**src/rtl/pid_pkg.sv**
```systemverilog
// Shared definitions for the PI control loop: sequencer state encoding and
// default datapath widths / pipeline timing used by the sequencer and pipeline.
package pid_pkg;

   localparam int unsigned INPUT_WIDTH  = 18;
   localparam int unsigned OUTPUT_WIDTH = 32;
   localparam int unsigned PIPE_LATENCY = 4;
   localparam int unsigned INTEG_TAP    = 2;

   typedef enum logic [2:0] {
      IDLE,
      ADC_REQ,
      ADC_WAIT,
      PIPE_WAIT,
      DAC_REQ,
      DAC_WAIT
   } state_t;

endpackage

```
**src/rtl/pid_loop_sequencer_sat_clamp.sv**
```systemverilog
// Signed narrowing clamp: limits a wide signed value to the range of a
// narrower signed word and flags when limiting occurred.
module sat_clamp #(
   parameter int unsigned IN_WIDTH  = 32,
   parameter int unsigned OUT_WIDTH = 20
) (
   input  logic [IN_WIDTH-1:0]  value,
   output logic [OUT_WIDTH-1:0] clamped,
   output logic                 saturated
);

   // Range limits of the narrow word, sign-extended to the input width.
   localparam logic [IN_WIDTH-1:0] MAX_V = {{(IN_WIDTH-OUT_WIDTH+1){1'b0}}, {(OUT_WIDTH-1){1'b1}}};
   localparam logic [IN_WIDTH-1:0] MIN_V = ~MAX_V;

   always_comb begin
      clamped   = value[OUT_WIDTH-1:0];
      saturated = 1'b0;
      if ($signed(value) > $signed(MAX_V)) begin
         clamped   = MAX_V[OUT_WIDTH-1:0];
         saturated = 1'b1;
      end else if ($signed(value) < $signed(MIN_V)) begin
         clamped   = MIN_V[OUT_WIDTH-1:0];
         saturated = 1'b1;
      end
   end

endmodule

```
**src/rtl/pid_loop_sequencer.sv**
```systemverilog
// Control-loop initiator for the PI pipeline: ADC sample -> pipeline -> DAC,
// owning the persistent integral and the completed-iteration counter.
module pid_loop_sequencer #(
   parameter int unsigned INPUT_WIDTH  = pid_pkg::INPUT_WIDTH,
   parameter int unsigned OUTPUT_WIDTH = pid_pkg::OUTPUT_WIDTH,
   parameter int unsigned DAC_WIDTH    = 20,
   parameter int unsigned PIPE_LATENCY = pid_pkg::PIPE_LATENCY,
   parameter int unsigned INTEG_TAP    = pid_pkg::INTEG_TAP
) (
   input  logic                    clk,
   input  logic                    rst_L,
   input  logic                    i_run,
   input  logic                    i_clear_integral,
   output logic                    o_adc_arm,
   input  logic                    i_adc_finished,
   input  logic [INPUT_WIDTH-1:0]  i_adc_data,
   output logic [INPUT_WIDTH-1:0]  o_actual,
   output logic [OUTPUT_WIDTH-1:0] o_integral,
   input  logic [OUTPUT_WIDTH-1:0] i_pipe_integral,
   input  logic [OUTPUT_WIDTH-1:0] i_pipe_out,
   output logic                    o_dac_arm,
   output logic [DAC_WIDTH-1:0]    o_dac_data,
   input  logic                    i_dac_finished,
   output logic                    o_busy,
   output logic                    o_saturated,
   output logic [31:0]             o_iter_count
);

   import pid_pkg::*;

   localparam int unsigned CNT_W = $clog2(PIPE_LATENCY) + 1;
   localparam logic [CNT_W-1:0] TAP_CNT  = CNT_W'(INTEG_TAP - 1);
   localparam logic [CNT_W-1:0] LAST_CNT = CNT_W'(PIPE_LATENCY - 1);

   state_t state, state_nxt;

   logic [CNT_W-1:0]        lat_cnt;
   logic                    cap_actual;
   logic                    cap_integral;
   logic                    cap_out;
   logic                    iter_done;
   logic                    early_clear;
   logic                    clear_pending;
   logic [INPUT_WIDTH-1:0]  actual;
   logic [OUTPUT_WIDTH-1:0] integral;
   logic [DAC_WIDTH-1:0]    dac_data;
   logic                    saturated;
   logic [31:0]             iter_count;
   logic [DAC_WIDTH-1:0]    clamp_value;
   logic                    clamp_sat;

   sat_clamp #(
      .IN_WIDTH  (OUTPUT_WIDTH),
      .OUT_WIDTH (DAC_WIDTH)
   ) u_clamp (
      .value     (i_pipe_out),
      .clamped   (clamp_value),
      .saturated (clamp_sat)
   );

   always_ff @(posedge clk) begin
      if (!rst_L) begin
         state <= IDLE;
      end else begin
         state <= state_nxt;
      end
   end

   always_comb begin
      state_nxt    = state;
      o_adc_arm    = 1'b0;
      o_dac_arm    = 1'b0;
      o_busy       = 1'b1;
      cap_actual   = 1'b0;
      cap_integral = 1'b0;
      cap_out      = 1'b0;
      iter_done    = 1'b0;
      early_clear  = 1'b0;
      case (state)
         IDLE: begin
            o_busy      = 1'b0;
            early_clear = i_clear_integral;
            if (i_run) begin
               state_nxt = ADC_REQ;
            end
         end
         ADC_REQ: begin
            o_adc_arm   = 1'b1;
            early_clear = i_clear_integral;
            state_nxt   = ADC_WAIT;
         end
         ADC_WAIT: begin
            o_adc_arm   = 1'b1;
            early_clear = i_clear_integral;
            if (i_adc_finished) begin
               cap_actual = 1'b1;
               state_nxt  = PIPE_WAIT;
            end
         end
         PIPE_WAIT: begin
            if (lat_cnt == TAP_CNT) begin
               cap_integral = 1'b1;
            end
            if (lat_cnt == LAST_CNT) begin
               cap_out   = 1'b1;
               state_nxt = DAC_REQ;
            end
         end
         DAC_REQ: begin
            o_dac_arm = 1'b1;
            state_nxt = DAC_WAIT;
         end
         DAC_WAIT: begin
            o_dac_arm = 1'b1;
            if (i_dac_finished) begin
               iter_done = 1'b1;
               state_nxt = i_run ? ADC_REQ : IDLE;
            end
         end
         default: begin
            state_nxt = IDLE;
         end
      endcase
   end

   always_ff @(posedge clk) begin
      if (!rst_L) begin
         lat_cnt       <= '0;
         actual        <= '0;
         integral      <= '0;
         clear_pending <= 1'b0;
         dac_data      <= '0;
         saturated     <= 1'b0;
         iter_count    <= '0;
      end else begin
         if (cap_actual) begin
            actual  <= i_adc_data;
            lat_cnt <= '0;
         end else if (state == PIPE_WAIT) begin
            lat_cnt <= lat_cnt + 1'b1;
         end

         // A clear arriving after the pipeline has consumed the integral is
         // deferred to the next tap so the in-flight update cannot undo it.
         if (early_clear) begin
            integral <= '0;
         end else if (cap_integral) begin
            integral      <= (clear_pending || i_clear_integral) ? '0 : i_pipe_integral;
            clear_pending <= 1'b0;
         end else if (i_clear_integral) begin
            clear_pending <= 1'b1;
         end

         if (cap_out) begin
            dac_data  <= clamp_value;
            saturated <= clamp_sat;
         end

         if (iter_done) begin
            iter_count <= iter_count + 32'd1;
         end
      end
   end

   assign o_actual     = actual;
   assign o_integral   = integral;
   assign o_dac_data   = dac_data;
   assign o_saturated  = saturated;
   assign o_iter_count = iter_count;

endmodule

```
**config.mk**
```make
export PLATFORM = sky130hd
export DESIGN_NAME = pid_loop_sequencer
export DESIGN_NICKNAME = d
export VERILOG_FILES = /design/src/rtl/pid_pkg.sv /design/src/rtl/pid_loop_sequencer_sat_clamp.sv /design/src/rtl/pid_loop_sequencer.sv
export SDC_FILE = /design/constraint.sdc
export NUM_CORES = 1
export LEC_CHECK = 0
export ABC_AREA = 1
export ABC_CLOCK_PERIOD_IN_PS = 2250
export BUFFER_PORTS_ARGS = -buffer_cell sky130_fd_sc_hd__buf_4
export CAP_MARGIN = 5
export CELL_PAD_IN_SITES_DETAIL_PLACEMENT = 0
export CELL_PAD_IN_SITES_GLOBAL_PLACEMENT = 1
export CORE_MARGIN = 5
export CORE_UTILIZATION = 25
export CTS_CLUSTER_DIAMETER = 200
export DETAILED_ROUTE_END_ITERATION = 16
export PLACE_DENSITY = 0.66
export SYNTH_ARGS = -nofsm -noshare
export SYNTH_HDL_FRONTEND = slang
export SYNTH_SLANG_ARGS = --single-unit
```
**constraint.sdc**
```tcl
create_clock -name clk -period 2.25 [get_ports clk]
set_input_delay 0.45 -clock clk [delete_from_list [all_inputs] [get_ports clk]]
set_output_delay 0.45 -clock clk [all_outputs]
set_load 0.03 [all_outputs]
```
After elaboration in Yosys (flattened, before gate mapping)
Index checks and enable logic that the tools add are counted.
{ "word_totals": {"ff_bits": 110, "input_bits": 88, "out_inout_bits": 106} }
{ "classes": {"addsub": 2, "magnitude_cmp": 2, "eq_ne": 11, "muxes": 25, "n_bitwise": 2, "n_reduce_logical": 10} }
{ "ops": {"columns": ["op", "n"], "rows": [
  ["2-to-1 mux 20 bit", 2],
  ["adder 32 x 1 -> 32 bit (second input constant)", 1],
  ["> comparator 32 x 20 -> 1 bit (second input constant)", 1],
  ["less-than comparator 32 x 20 -> 1 bit (second input constant)", 1],
  ["2-to-1 mux 32 bit", 1],
  ["case mux 3 bit (6 select lines)", 1],
  ["2-to-1 mux 1 bit", 17],
  ["2-to-1 mux 3 bit", 4],
  ["== test 3 x 2 -> 1 bit (second input constant)", 3],
  ["!= test 2 bit (second input constant)", 4],
  ["OR reduction 2 bit", 4],
  ["== test 3 x 1 -> 1 bit (second input constant)", 2],
  ["== test 3 bit (second input constant)", 2],
  ["AND reduction 4 bit", 1],
  ["adder 3 x 1 -> 3 bit (second input constant)", 1],
  ["logical NOT 3 bit", 1],
  ["OR reduction 3 bit", 1],
  ["inverter 1 bit", 2],
  ["AND reduction 2 bit", 1],
  ["nonzero test 2 bit", 1],
  ["logical OR 1 bit", 1]
]} }

Depth between registers and ports, before layout
Gate-level depths: netlist (run 1).
{ "depth": {"depth_word": 5, "depth_mapped": 9, "depth_no_buf": 9} }

By module
A second synthesis (run 1) with hierarchy kept.
{ "hier_totals": {"cells_unflattened": 730, "hier_area_um2": 5103.6} }
{ "by_module_without_submodules": {"columns": ["module", "instances", "cells_per_inst", "area_per_inst_um2"], "rows": [
  ["pid_loop_sequencer", 1, 661, 4808.4],
  ["sat_clamp", 1, 69, 295.3]
]} }

Worst setup path before layout (run 1)
No wires, ideal clock.
{ "synth_path": {"kind": "reg-to-reg", "start": "register iter_count[2] (netlist: o_iter_count[2])", "end": "register iter_count[15] (netlist: o_iter_count[15])", "arrival_ns": 1.498, "slack_ns": 0.636, "stages_incl_launch_ff": 9, "n_path_buf": 1, "period_less_slack_ns": 1.614, "cell_sequence": "dfxtp_1 buf_2 nand3_1 nor2_1 nand3_2 nor2_2 nand2_1 o21ai_0 nor2_1"} }
{ "synth_via": {"elab_chain_len": 1} }
{ "synth_lines": {"columns": ["item", "line", "source"], "rows": [
  ["from (decl)", "pid_loop_sequencer.sv:48", "logic [31:0] iter_count;"],
  ["from (signal assigned)", "pid_loop_sequencer.sv:160", "iter_count <= iter_count + 32'd1;"],
  ["adder 32 x 1 -> 32 bit", "pid_loop_sequencer.sv:160", null]
]} }
Every way passes these cells.
A chain may end at the register's enable or synchronous reset.

Final worst setup path (run 1)
{ "layout_path": {"start": "register state[0]", "end": "output o_adc_arm"} }
{ "layout_via": {"elab_chain_len": 3} }
{ "layout_lines": {"columns": ["item", "line", "source"], "rows": [
  ["from (decl)", "pid_loop_sequencer.sv:35", "state_t state, state_nxt;"],
  ["from (signal assigned)", "pid_loop_sequencer.sv:65", "state <= state_nxt;"],
  ["== test 3 x 2 -> 1 bit or == test 3 x 1 -> 1 bit (tied branches)", "pid_loop_sequencer.sv:79", "case (state)"],
  ["OR reduction 2 bit (no line) (*)", null, null],
  ["2-to-1 mux 1 bit (*)", "pid_loop_sequencer.sv:79", null],
  ["to (decl)", "pid_loop_sequencer.sv:14", "output logic o_adc_arm,"]
]} }
Mark *: on every way between the ends. The rest lies on a longest branch, timed or not.

==> results of run 1 <==
==> state kept, by name (all words and copies together), names as in the netlist <==
signal and count:
o_actual 18, lat_cnt 3, state 3, clear_pending 1, o_integral 32, o_dac_data 20, o_saturated 1, o_iter_count 32
==> layout make-up <==
| class | count | area (um2) | share of cell area [%] |
|---|---|---|---|
| multi-input combinational | 461 | 2180 | 32.09 |
| clock inverter | 7 | 86.33 | 1.271 |
| clock buffer | 9 | 225.2 | 3.316 |
| tap | 234 | 292.8 | 4.311 |
| inverter | 77 | 289.0 | 4.256 |
| timing repair buffer | 202 | 1516 | 22.33 |
| sequential | 110 | 2202 | 32.42 |
==> worst paths after layout <==
check / to / cells past startpoint
worst max register to register: o_integral[28] / 6
worst min-delay path: o_dac_data[17] / 3
worst min register to register: o_actual[7] / 2
worst max-delay path: o_adc_arm / 4
==> power by group through the flow <==
stage               registers [mW]  clock network, mW  logic, mW
finish                        2.11               1.71      0.912
global route                  2.13               1.88       1.01
CTS                           2.11               1.79      0.924
detailed placement            2.16                  0      0.924
global placement              2.16                  0      0.932
floorplan                     2.27                  0      0.408
==> cell usage after synthesis <==
library cell / number
sky130_fd_sc_hd__or2_2: 3
sky130_fd_sc_hd__nor2_1: 72
sky130_fd_sc_hd__clkinv_1: 1
sky130_fd_sc_hd__nor3b_1: 2
sky130_fd_sc_hd__nand2_1: 142
sky130_fd_sc_hd__buf_2: 9
sky130_fd_sc_hd__o21a_1: 1
sky130_fd_sc_hd__nor2_2: 4
sky130_fd_sc_hd__dfxtp_1: 110
sky130_fd_sc_hd__xor2_1: 1
sky130_fd_sc_hd__nand3_1: 70
sky130_fd_sc_hd__inv_2: 3
sky130_fd_sc_hd__a31oi_1: 16
sky130_fd_sc_hd__xnor2_1: 1
sky130_fd_sc_hd__nor2_4: 3
sky130_fd_sc_hd__nand3_2: 3
sky130_fd_sc_hd__o21ai_1: 2
sky130_fd_sc_hd__a21oi_1: 78
sky130_fd_sc_hd__clkbuf_1: 20
sky130_fd_sc_hd__nor3_1: 9
sky130_fd_sc_hd__ha_1: 4
sky130_fd_sc_hd__o21ai_0: 35
sky130_fd_sc_hd__nand4_1: 13
sky130_fd_sc_hd__a211oi_1: 1
sky130_fd_sc_hd__nand4_2: 1
sky130_fd_sc_hd__inv_1: 73
==> worst reg2reg max path: stages (launching register included) <==
cell and delay (ns):
sky130_fd_sc_hd__dfxtp_1 0.42, sky130_fd_sc_hd__inv_2 0.11, sky130_fd_sc_hd__nand3_2 0.17, sky130_fd_sc_hd__nor2_2 0.05, sky130_fd_sc_hd__inv_1 0.72, sky130_fd_sc_hd__nand2_1 0.13
sky130_fd_sc_hd__a21oi_1 0.17
==> layer usage <==
layer	share of wire [%]	track usage, %
met1	46	18.30
met2	44	21.51
met3	8.4	5.728
met4	1.7	3.880
met5	0	0
==> cell families after synthesis <==
family | after synthesis | synth area share (%)
XOR/XNOR | 2 | 0.3662
AO/OA/AOI/OAI | 133 | 14.44
adder cells (fa/ha/maj) | 4 | 1.046
AND/OR/NAND/NOR | 322 | 29.58
buffers and inverters | 106 | 8.551
flip-flops | 110 | 46.03
==> flow_results.org, run 1 <==
** Status
- Status :: complete, no violations

** Cells and area
- Core occupancy in the finished layout :: 36.19%
- Fill cells in the final layout number 2033.
- The finished cells cover 6792 um2.
- Syn-to-layout area delta :: 41.95%
- After the last flow step, the layout net total stands at 953.
- Share of layout cells above drive strength 1 :: 27.37%
- Antenna cells :: 0
- The library cells used most frequently in the layout, excluding fill and tap cells, are sky130_fd_sc_hd__buf_4, sky130_fd_sc_hd__nand2_1, sky130_fd_sc_hd__dfxtp_1.
- The finished layout holds 1100 standard cells, fillers aside.
- The library cell used most frequently in the layout, excluding fill and tap cells, is sky130_fd_sc_hd__buf_4.

** Drt
- For this block, the via count after detailed routing is 4965.
- Via-to-Cell Ratio :: 4.514
- For this run, design rule violations remaining after detail routing come to 0.
- In this run the remaining antenna-violating nets after routing total 0.
- The pre-antenna-repair detailed-routing pass consisted of 4 iterations.
- For this block, the routed nets add up to 15480 um of wire.
- In this run, the number of DRC markers left after iteration 0 of detailed routing was 219.
- Mean routed wirelength per cell :: 14.07 um

** Setup path
- Across all register-to-register paths, the minimum setup slack is 0.42 ns.
- Data on the critical path is required at its endpoint by 1.80 ns.
- The critical path starts at state[0].
- In this design, the stage delay of the slowest critical-path cell is 0.47 ns.
- Nature of the critical path startpoint :: flop
- The startpoint identified for the worst register-to-register timing path is state[2].
- The kind of cell with the highest combined delay along the critical path is flip-flops.
- STA classifies the critical path endpoint as an output port.
- Number of buffer and inverter stages on the critical path :: 2
- In this run the worst path has a maximum fanout of 7.
- Critical Path, Cell by Cell :: inv_1 > o21ai_1 > nor2_1 > buf_4
- Critical path's slowest cell :: sky130_fd_sc_hd__dfxtp_1
- Data on the critical path arrives at its endpoint at 1.54 ns.
- Critical Setup Path Class :: reg2out

** Placed design
- At the end of routability-driven placement, the weighted congestion stood at 0.7996.
- Setup slack after placement :: 0.4077 ns
- After detailed placement, the design holds a cell count of 1084.
- Half-perimeter wire length after placement :: 11670 um
- Total placed instance area :: 6480 um2
- Total of buffers placed on input and output ports :: 193

** Clock network
- TritonCTS Buffers :: 9
- Number of post-CTS setup repair buffers :: 0
- Number of buffers added to fix hold violations after cts :: 0
- Clock-pin slew was measured on the worst setup and hold paths at 0.08 ns.
- The tree built by TritonCTS fans out to 110 sinks.
- TritonCTS built the clock tree.
- Clock Path Buffers :: 2
- The number of gates resized after CTS was 0.
- Clock latency at the later pin of the worst-skew pair :: 0.35 ns
- The H-tree was split into 3 levels.
- CTS placed an instance of sky130_fd_sc_hd__clkbuf_16 at the clock tree root.

** Timing
- Unrepaired setup endpoints after global routing :: no
- Min Clock Period, post-route :: 1.985 ns
- Final hold vios :: 0
- For this run, the top clock speed supported by timing is 503.7 MHz.
- Hold slack :: 0.3579 ns
- In this run the tightest slew margin relative to its limit is 33.30%.
- Transition time at the pin with the least slew margin :: 0.9994 ns
- Setup ws final :: 0.2646 ns
- Adding up every negative setup slack in the final design gives 0 ns.
- In the finished design, the share of the clock period the worst path needs comes to 88.24%.
- Worst clock skew :: 0.006090 ns
- Count of final setup violators :: 0
- The max-slew violation count is 0.

** Synth
- The synthesized design devotes to its leading area cell type 46.03% of total area.
- Avg Cell Area, Syn :: 7.067 um2
- After synthesis, the cell types taking the most area are sky130_fd_sc_hd__dfxtp_1, sky130_fd_sc_hd__nand2_1, sky130_fd_sc_hd__a21oi_1.
- Total nets after synthesis :: 769
- Synthesis produced a netlist whose cell count is 677.
- For this run, the number of Yosys warnings is 0.
- Sequential elements use 46.03% of the synthesized area.
- Flops & latches, synth :: 110
- Post-synthesis instance area :: 4785 um2
- The synthesized netlist contains 26 unique library cells.
- Cell taking the most area after synthesis :: sky130_fd_sc_hd__dfxtp_1

** Worst hold path
- The startpoint identified for the worst hold timing path is i_pipe_out[17].
- Type of the tightest min-delay check :: in2reg

** Power
- The share of total power dissipated in sequential elements is 44.7%.
- Summing internal, switching and leakage power gives 4.733 mW.
- VDD sags by at most 0.0004390 V.
- Internal power comes to 3.266 mW.
- For this design the static power due to leakage is 2.869 nW.
- Dividing total power by cell area gives a power density of 696.9 nW/um2.
- Of the total power, the share spent switching nets is 30.99%.
- Portion of total power attributed to combinational logic :: 19.3%
- In this run the power spent charging and discharging nets is 1.467 mW.
- Part of the power in the clock network :: 36.1%

** Floorplan
- FP Rows :: 50
- 194 I/O pins were placed.
- Core Region :: 18770 um2
- From bottom edge to top edge, the die measures 148.3 um.
- Full die area :: 22000 um2
- Initial core utilization :: 25.49%
- From left edge to right edge, the die measures 148.3 um.

** GRT
- The number of antenna violations at the first check in global routing was 0.
- Global-route wire length before repair :: 24930 um
- Entering global routing, the biggest net connects 40 pins.
- Remaining global-route overflow :: 0
- All-layer global routing usage :: 14.03%
- Vias in the first global route :: 4759

** Flow run
- Max-capacitance violation count :: 0
Power figures use the tool's default switching activity.
==> inputs of run 2 (changes only) <==
--- a/config.mk
+++ b/config.mk
@@ -6,7 +6,7 @@
 export NUM_CORES = 1
 export LEC_CHECK = 0
 export ABC_AREA = 1
-export ABC_CLOCK_PERIOD_IN_PS = 2250
+export ABC_CLOCK_PERIOD_IN_PS = 2380
 export BUFFER_PORTS_ARGS = -buffer_cell sky130_fd_sc_hd__buf_4
 export CAP_MARGIN = 5
 export CELL_PAD_IN_SITES_DETAIL_PLACEMENT = 0
==> constraint.sdc (replaced) <==
create_clock -name clk -period 2.38 [get_ports clk]
set_input_delay 0.476 -clock clk [delete_from_list [all_inputs] [get_ports clk]]
set_output_delay 0.476 -clock clk [all_outputs]
set_load 0.03 [all_outputs]
==> run 2 against run 1 <==
Effect of this change:
- global-route usage down 0.46 points
- final area down 0.20%
- via count decreased by 0.54%
- utilization down 0.073 points
- combinational power is 6.4% lower
- highest routed layer unchanged
- wire length about the same
- clock-buffer cell count unchanged
- clock power shrank 12%
- largest power group unchanged
- largest cell class unchanged
==> flow_results.org, run 2 (synthesis gave the netlist of run 1 again) <==
** Clock network
- The number of buffers inserted for hold repair after clock tree synthesis was 0 (unchanged).
- TritonCTS clock tree :: built (unchanged)
- CTS root buf :: sky130_fd_sc_hd__clkbuf_16 (unchanged)
- The number of clock buffers inserted by TritonCTS was 9 (unchanged).
- Clock Path Buffers :: 2 (unchanged)
- Clock-pin slew reported for the worst setup and hold paths after clock tree synthesis :: 0.08 ns (about the same)
- The clock latency on the worst-skew pair was 0.36 ns (was 0.35 ns).
- The total number of clock tree sinks is 110 (unchanged).
- The number of H-tree levels is 3 (unchanged).
- Number of post-CTS setup repair buffers :: 0 (unchanged)
- Number of gates given a new drive strength after cts :: 0 (unchanged)

** Setup path
- The largest fanout of any net on the critical path came to 7 (unchanged).
- CP endpoint kind :: output port (unchanged)
- The start-to-end type of the worst setup path was reg2out (unchanged).
- Arrival time of the worst setup path :: 1.54 ns (about the same)
- The required time of the critical path was 1.90 ns (was 1.80 ns).
- The kind of start point of the critical path is a flop (unchanged).

** Floorplan
- The die outline width is 148.3 um (unchanged).
- The die area was 22000 um2 (unchanged).
- Core Region :: 18770 um2 (unchanged)
- FP Rows :: 50 (unchanged)
- The initial core utilization was 25.49% (unchanged).
- Number of top-level pins :: 194 (unchanged)
- The vertical die dimension came to 148.3 um (unchanged).

** Power
- Highest ir drop seen on vdd :: 0.0003185 V (was 0.0004390 V)
- Pwr per Cell Area :: 643.6 nW/um2 (was 696.9 nW/um2)
- The static leakage power is 2.869 nW (about the same).

** Cells and area
- Leading cell types in the layout, fill and taps excluded :: sky130_fd_sc_hd__buf_4, sky130_fd_sc_hd__nand2_1, sky130_fd_sc_hd__dfxtp_1 (unchanged)
- The area added between synthesis and finish is 41.66% (was 41.95%).
- Share of layout cells above drive strength 1 :: 27.45% (was 27.37%)
- Final-layout fill cell count :: 2032 (was 2033)
- The count of nets after finishing was 954 (was 953).
- Antenna cells :: 0 (unchanged)
- Post-Layout Inst Area :: 6778 um2 (was 6792 um2)
- Most frequent standard cell in the layout excluding fill and tap cells :: sky130_fd_sc_hd__buf_4 (unchanged)

** Placed design
- The instance area after placement was 6487 um2 (was 6480 um2).
- The weighted congestion at the end of routability-driven global placement was 0.7735 (was 0.7996).
- The placed wire-length estimate after detailed placement came to 11410 um (was 11670 um).
- The port buffer count was 193 (unchanged).

** Timing
- Unrepaired setup endpoints after global routing: no (unchanged).
- Worst slew margin relative to its limit :: 67.74% (was 33.30%)
- The worst clock skew is 0.009292 ns (was 0.006090 ns).
- The number of hold-slack violations in the final timing report was 0 (unchanged).
- The max-slew violation count came to 0 (unchanged).
- The worst path in the final design needs a cycle of 2.013 ns, including I/O delays and setup.
- Period Utilization, post-route :: 84.57%
- Setup tns final :: 0 ns (unchanged)
- Count of final setup violators :: 0 (unchanged)
- Transition time at the pin with the least slew margin :: 0.4839 ns (was 0.9994 ns)
- For this run, the top clock speed supported by timing is 496.8 MHz.

** Drt
- The length of routed wiring on met1 came to 7213 um (was 7056 um).
- Via-to-Cell Ratio :: 4.485 (was 4.514)
- The number of DRC violations after detailed-routing iteration 0 came to 225 (was 219).
- The met2 routed wirelength came to 6905 um (was 6866 um).
- The remaining number of nets flagged by the antenna check after routing was 0 (unchanged).
- Mean routed wirelength per cell :: 14.05 um (was 14.07 um)
- Detailed Routing Iterations Pass 1 :: 4 (unchanged)
- DR vias :: 4938 (was 4965)
- Total detailed-routing wirelength :: 15470 um (was 15480 um)
- The highest metal layer used by the detailed router is met4 (unchanged).
- The detailed-routed wire length on met3 was 1134 um (was 1300 um).
- The final routed DRC violation total is 0 (unchanged).

** GRT
- The total grt overflow is 0 (unchanged).
- The total track usage is 13.57% (was 14.03%).
- Global-route wire length before repair :: 24250 um (was 24930 um)
- The number of global-route vias before repair is 4592 (was 4759).
- The number of antenna violations at the first check in global routing is 0 (unchanged).
- Largest net degree at the start of global routing :: 47 (was 40)

** Flow run
- Max-capacitance violation count :: 0 (unchanged)

** Worst hold path
- The path class of the lowest-slack min-delay path was in2reg (unchanged).

** Status
- Status: complete, no violations (unchanged).
## run 2: cell types whose count changed in the layout (fill, tap and decap cells not counted), sizes merged
cell	change
clkinv	+4
clkinvlp	-1
bufinv	-1
buf	+1
inv	-2
## run 2: where the power goes
group,leakage [nW],internal (mW),switching (mW)
logic,1.84,0.315,0.540
registers,0.887,1.93,0.0727
clock network,0.145,0.738,0.772
## run 2: stage by stage
step / hold WS, ns / power (mW) / std cells / setup slack [ns] / util, %
after detailed placement: 0.4409 / 2.906 / 1085 / 0.5730 / 34.57
final: 0.3792 / 4.362 / 1101 / 0.3673 / 36.11
after global routing: 0.3728 / 4.596 / 1101 / 0.2472 / 36.11
after CTS: 0.3639 / 4.447 / 1101 / 0.3348 / 36.11
after floorplan: 0.4445 / 2.529 / 677 / 0.7658 / -
after global placement: 0.4330 / 2.917 / 1085 / 0.5722 / 34.57
## run 2: final cells by class
type	count	area [um2]	area share (%)
flip-flops and latches	110	2202	32.49
multi-input cells	461	2180	32.16
repair buffers	203	1524	22.48
well taps	234	292.8	4.320
inverters	77	289.0	4.264
clock buffers	9	225.2	3.323
clock inverters	7	65.06	0.9599
## run 2: worst paths after layout
path             startpoint             end  slack [ns]  cells after the start
min reg2reg     o_actual[1]     o_actual[1]        0.45                      2
max                state[0]       o_adc_arm        0.37                      4
min          i_pipe_out[17]  o_dac_data[17]        0.38                      3
max reg2reg        state[0]  o_dac_data[15]        0.59                      5
## run 2: critical path: stages (launching register included)
cell and delay [ns]:
sky130_fd_sc_hd__dfxtp_1 0.47, sky130_fd_sc_hd__inv_1 0.11, sky130_fd_sc_hd__o21ai_1 0.29, sky130_fd_sc_hd__nor2_1 0.12, sky130_fd_sc_hd__buf_4 0.19
## run 2: routing by layer
| layer | GRT usage [%] | vias up |
|---|---|---|
| li1 | - | 2585 |
| met1 | 17.47 | 2212 |
| met2 | 21.72 | 127 |
| met3 | 4.327 | 14 |
| met4 | 4.296 | 0 |
| met5 | 0 | - |
